### src/rtl/pwm_pkg.sv
// Shared PWM definitions: duty range, default widths, and the ramp FSM state type.
// Also used by the PWM generator and the button debouncer.
package pwm_pkg;

  localparam int DUTY_W    = 4;
  localparam int DUTY_MAX  = 10;
  localparam int DUTY_INIT = 5;
  localparam int IVL_W     = 16;

  typedef logic [DUTY_W-1:0] duty_t;

  typedef enum logic {
    IDLE = 1'b0,
    RAMP = 1'b1
  } state_t;

endpackage

### src/rtl/pwm_step_timer.sv
// Counts period_end pulses while enabled and emits a one-cycle step pulse
// on the pulse that brings the count up to the interval.
module pwm_step_timer #(
  parameter int IVL_W = pwm_pkg::IVL_W
) (
  input  logic             clk,
  input  logic             rst,
  input  logic             clear,
  input  logic             enable,
  input  logic             period_end,
  input  logic [IVL_W-1:0] interval,
  output logic             step
);

  logic [IVL_W-1:0] count;
  logic [IVL_W:0]   count_next;
  logic             reached;

  // One extra bit so the comparison stays correct at the largest interval.
  assign count_next = {1'b0, count} + {{IVL_W{1'b0}}, 1'b1};
  assign reached    = (count_next >= {1'b0, interval});
  assign step       = enable && period_end && reached;

  always_ff @(posedge clk or posedge rst) begin
    if (rst) begin
      count <= '0;
    end else if (clear || step) begin
      count <= '0;
    end else if (enable && period_end) begin
      count <= count_next[IVL_W-1:0];
    end
  end

endmodule

### src/rtl/pwm_duty_ramp_ctrl.sv
// Duty-cycle sequencer: accepts a target/interval command and ramps duty_out
// by one step per interval PWM periods, changing only on period boundaries.
module pwm_duty_ramp_ctrl #(
  parameter int DUTY_W    = pwm_pkg::DUTY_W,
  parameter int DUTY_MAX  = pwm_pkg::DUTY_MAX,
  parameter int DUTY_INIT = pwm_pkg::DUTY_INIT,
  parameter int IVL_W     = pwm_pkg::IVL_W
) (
  input  logic              clk,
  input  logic              rst,
  input  logic              cmd_valid,
  output logic              cmd_ready,
  input  logic [DUTY_W-1:0] cmd_target,
  input  logic [IVL_W-1:0]  cmd_interval,
  input  logic              abort,
  input  logic              period_end,
  output logic [DUTY_W-1:0] duty_out,
  output logic              busy,
  output logic              done,
  output logic              fsm_state
);

  import pwm_pkg::*;

  // Command handshake: a command transfers on any clock edge where
  // cmd_valid && cmd_ready; the requester holds cmd_valid until then.

  localparam logic [DUTY_W-1:0] MAX_D  = DUTY_W'(DUTY_MAX);
  localparam logic [DUTY_W-1:0] INIT_D = DUTY_W'(DUTY_INIT);

  state_t            state_q, state_d;
  logic [DUTY_W-1:0] duty_q, duty_d;
  logic [DUTY_W-1:0] tgt_q, tgt_d, tgt_in;
  logic [IVL_W-1:0]  ivl_q, ivl_d, ivl_in;
  logic              done_q, done_d;
  logic              timer_clear;
  logic              step;

  assign tgt_in = (cmd_target > MAX_D) ? MAX_D : cmd_target;
  assign ivl_in = (cmd_interval == '0) ? IVL_W'(1) : cmd_interval;

  // Kept independent of the step pulse so there is no combinational loop
  // through the timer.
  assign timer_clear = ((state_q == IDLE) && cmd_valid) ||
                       ((state_q == RAMP) && abort);

  pwm_step_timer #(
    .IVL_W (IVL_W)
  ) u_step_timer (
    .clk        (clk),
    .rst        (rst),
    .clear      (timer_clear),
    .enable     (state_q == RAMP),
    .period_end (period_end),
    .interval   (ivl_q),
    .step       (step)
  );

  always_comb begin
    state_d = state_q;
    duty_d  = duty_q;
    tgt_d   = tgt_q;
    ivl_d   = ivl_q;
    done_d  = 1'b0;
    case (state_q)
      IDLE: begin
        if (cmd_valid) begin
          tgt_d = tgt_in;
          ivl_d = ivl_in;
          if (tgt_in == duty_q) begin
            done_d = 1'b1;
          end else begin
            state_d = RAMP;
          end
        end
      end
      RAMP: begin
        // Abort takes priority over a step landing in the same cycle.
        if (abort) begin
          state_d = IDLE;
        end else if (step) begin
          if ((tgt_q > duty_q) && (duty_q < MAX_D)) begin
            duty_d = duty_q + 1'b1;
          end else if ((tgt_q < duty_q) && (duty_q != '0)) begin
            duty_d = duty_q - 1'b1;
          end
          if (duty_d == tgt_q) begin
            state_d = IDLE;
            done_d  = 1'b1;
          end
        end
      end
      default: state_d = IDLE;
    endcase
  end

  always_ff @(posedge clk or posedge rst) begin
    if (rst) begin
      state_q <= IDLE;
      duty_q  <= INIT_D;
      tgt_q   <= INIT_D;
      ivl_q   <= IVL_W'(1);
      done_q  <= 1'b0;
    end else begin
      state_q <= state_d;
      duty_q  <= duty_d;
      tgt_q   <= tgt_d;
      ivl_q   <= ivl_d;
      done_q  <= done_d;
    end
  end

  assign cmd_ready = (state_q == IDLE);
  assign busy      = (state_q == RAMP);
  assign done      = done_q;
  assign duty_out  = duty_q;
  assign fsm_state = (state_q == RAMP);

endmodule

### config.mk
export PLATFORM = sky130hd
export DESIGN_NAME = pwm_duty_ramp_ctrl
export DESIGN_NICKNAME = d
export VERILOG_FILES = /design/src/rtl/pwm_pkg.sv /design/src/rtl/pwm_step_timer.sv /design/src/rtl/pwm_duty_ramp_ctrl.sv
export SDC_FILE = /design/constraint.sdc
export NUM_CORES = 1
export LEC_CHECK = 0
export ABC_AREA = 1
export CAP_MARGIN = 10
export CELL_PAD_IN_SITES_DETAIL_PLACEMENT = 0
export CELL_PAD_IN_SITES_GLOBAL_PLACEMENT = 1
export CORE_UTILIZATION = 40
export CTS_BUF_LIST = sky130_fd_sc_hd__clkbuf_2 sky130_fd_sc_hd__clkbuf_4 sky130_fd_sc_hd__clkbuf_8
export DETAILED_ROUTE_END_ITERATION = 8
export PLACE_DENSITY = 0.87
export SLEW_MARGIN = 10
export SYNTH_ARGS = -nofsm -noshare
export SYNTH_HDL_FRONTEND = slang
export SYNTH_SLANG_ARGS = --single-unit
### constraint.sdc
create_clock -name clk -period 7.8 [get_ports clk]
set_clock_uncertainty 0.2 [all_clocks]
set_input_delay 1.56 -clock clk [delete_from_list [all_inputs] [get_ports clk]]
set_output_delay 1.56 -clock clk [all_outputs]
set_load 0.03 [all_outputs]
==> impl_metrics.csv <==
group,metric,value,unit
status,outcome,"finished clean",
setup_path,end_kind,"flop",
yosys,synth-async-reset-ratio,1.00,
die,die_h,89.8,um
timing,tns,0,ps
setup_path,crit_start,"cmd_valid",
power,leakage,1.88,nW
yosys,ys.flop_type,"dfrtp_1",
grt,grt-ovfl-total,0,
timing,max_slew.worst_pin.slew,837,ps
yosys,synth_cell_types,38,
yosys,syn_area,3080,um^2
grt,grt_pass1_vias,2547,
grt,grt_pass1_wl,12.1,mm
cells_and_area,drive_above_1_share,0.0963,
power,p_comb_frac,0.319,
timing,period_needed,4030,ps
timing,slew-limit-headroom,0.441,
grt,grt_usage,0.186,
yosys,synth_top_area_cell,"dfrtp_1",
placed_design,post-dp-hpwl,5.50,mm
worst_hold_path,hp-start,"tgt_q[0]",
clock_tree,cts_root_buffer,"clkbuf_8",
worst_hold_path,whs_path_depth,2,
die,ios,33,
drt,top_layer,"met4",
yosys,synthTopCellsByCount,"nand2_1 (132), inv_1 (71), dfrtp_1 (37)",
drt,m1WireLength,3.65,mm
cells_and_area,n_antenna_cell,0,
drt,vias,2688,
drt,route.detailed.wl_per_inst,12.7,um
drt,drt_iter0_markers,132,
clock_tree,ctsResizeCount,0,
drt,vias_per_cell,4.83,
cells_and_area,final_nets,504,
setup_path,critPathRequiredTime,7820,ps
setup_path,timing.rr.start,"u_step_timer.count[0]",
power,power.switching,0.222,mW
die,start_util,0.420,
yosys,synth_top_area_share,0.300,
clock_tree,clk_latency,290,ps
timing,timing.fmax,248,MHz
yosys,syn_inst,425,
cells_and_area,instances_no_fill,556,
timing,finalHoldViolCount,0,
yosys,yosysMostFrequentCell,"nand2_1",
die,dieArea,8060,um^2
yosys,syn_avg_cell_area,7.25,um^2
power,vdd_drop_max,0.110,mV
setup_path,worstSetupPathType,"in -> reg",
placed_design,port_buffers,32,
setup_path,r2r-end,"duty_out[0]",
timing,drv_slew,0,
clock_tree,cts_tree,"built",
clock_tree,clock-sinks,42,
cells_and_area,area_growth,16.6,%
die,std_cell_rows,31,
clock_tree,postCtsSetupRepairBufs,0,
setup_path,critPathLaunchType,"input pin",
placed_design,gp_congestion,0.866,
clock_tree,cts-htree-levels,2,
setup_path,worstPathArrival,4050,ps
power,seqPwrFrac,0.409,
power,power_switching_share,0.349,
setup_path,r2r_slack,4530,ps
drt,routed_wl,7.05,mm
yosys,ys_seq_area_frac,0.343,
placed_design,dp.cells,548,
clock_tree,cts-buffers-inserted,5,
die,dieWidth,89.8,um
timing,setup_viol,0,
yosys,ys_ff_latch,42,
power,p_int,0.413,mW
yosys,synth_fp_nets,473,
grt,antenna_found_initial,0,
clock_tree,hold_buffers,0,
cells_and_area,nFillCells,734,
clock_tree,cts_buffer_depth,2,
flow_run,cap_violations,0,
drt,wl_met2,3.03,mm
setup_path,crit_fanout,33,
power,clockPowerShare,0.272,
timing,rsz0062_at_grt,"no",
grt,grt_max_degree,43,
die,core_area,7330,um^2
worst_hold_path,hold_path.class,"reg -> reg",
drt,postRouteAntennaNets,0,
clock_tree,cts.clk_slew.worst_paths,90,ps
yosys,synth-edff-count,0,
power,p_per_area,177,nW/um^2
setup_path,reg2regPathDepth,21,
drt,drt-pass1-iter-count,4,
yosys,synth.area.top_cells,"dfrtp_1 (30%), nand2_1 (16%), ha_1 (9.3%), inv_1 (8.6%), o21ai_0 (4.5%)",
timing,min_period_over_period,0.516,
worst_hold_path,hold_end,"tgt_q[0]",
drt,route.detailed.drc,0,
yosys,yosysWarnings,0,
drt,wl_met3,301,um
==> layout make-up <==
cell class	count	area (um^2)	share of cell area
clock buffer	5	68.8	0.0191
clock inverter	3	40.0	0.0111
inverter	72	270	0.0752
multi-input combinational	302	1710	0.475
sequential	42	1060	0.294
tap	99	124	0.0345
timing repair buffer	33	328	0.0912
==> metal layers <==
metal / GRT usage / vias up
met5: 0 / -
met4: 0.0355 / 0
met3: 0.0296 / 10
met2: 0.285 / 50
met1: 0.277 / 1220
li1: - / 1408
==> power by group through the flow <==
| stage | logic (mW) | clock network [mW] | registers (mW) |
|---|---|---|---|
| 6_report | 0.202 | 0.173 | 0.260 |
| 5_1_grt | 0.236 | 0.184 | 0.263 |
| 4_1_cts | 0.203 | 0.174 | 0.260 |
| 3_5_place_dp | 0.202 | 0 | 0.264 |
| 3_3_place_gp | 0.198 | 0 | 0.263 |
| 2_1_floorplan | 0.149 | 0 | 0.261 |
==> cell families (layout without fill, tap and decap cells) <==
family | Yosys count | in the layout | synth area share
AOI/OAI and AO/OA | 55 | 55 | 0.105
xor gates and xnor gates | 15 | 15 | 0.0451
buffers and inverters | 81 | 113 | 0.103
adders and majority gates | 23 | 23 | 0.0934
and+or+nand+nor | 209 | 209 | 0.310
DFF | 42 | 42 | 0.343
==> stage by stage <==
step                      hold slack [ps]  setup WS [ps]  total power, mW  area (um^2)   util
after floorplan                       275           5000            0.410         3080      -
after global placement                303           3580            0.461         3490  0.476
after detailed placement              305           3440            0.466         3490  0.476
after CTS                             320           3770            0.637         3590  0.490
after global routing                  366           3390            0.683         3590  0.490
final                                 317           3770            0.635         3590  0.490
==> worst max-delay path by stage <==
stage                     depth (start not counted)                    end
after floorplan                                   8  u_step_timer.count[3]
final                                             8  u_step_timer.count[8]
after detailed placement                          8  u_step_timer.count[6]
after global placement                            8  u_step_timer.count[4]
after global routing                              8  u_step_timer.count[6]
after CTS                                         8  u_step_timer.count[6]
==> worst max-delay path, cell delays in order <==
cell and delay, ps:
clkdlybuf4s50_1 400, nand2_1 220, inv_1 440, a21oi_1 430, nand2_1 320, inv_1 460, nand2_1 110, o21ai_0 90
==> placed cells by master, fill, tap and decap left out, types with 2 or more instances in the layout <==
cell             synthesis  layout
clkinv_2                 0       2
nor2_2                   3       3
nand4_1                 12      12
nand2_4                  3       3
dfstp_2                  5       5
clkbuf_8                 0       5
xor2_1                  10      10
o21ai_1                  2       2
nor4_1                   5       5
nor2_1                  16      16
a21oi_1                 11      11
nand2_1                132     132
o21ai_0                 28      28
ha_1                    23      23
nor3_1                   5       5
o21ai_2                 10      10
xnor2_1                  4       4
dfrtp_1                 37      37
inv_1                   71      71
clkdlybuf4s50_1          0      32
nand2_2                  3       3
nand3_2                  2       2
nand3_1                 19      19
nor2_4                   3       3
==> flip-flops by register name (all words and copies together), names as in the netlist <==
signal / count
busy: 1
done: 1
duty_out: 4
ivl_q: 16
tgt_q: 4
u_step_timer.count: 16
Power figures use the tool's default switching activity.
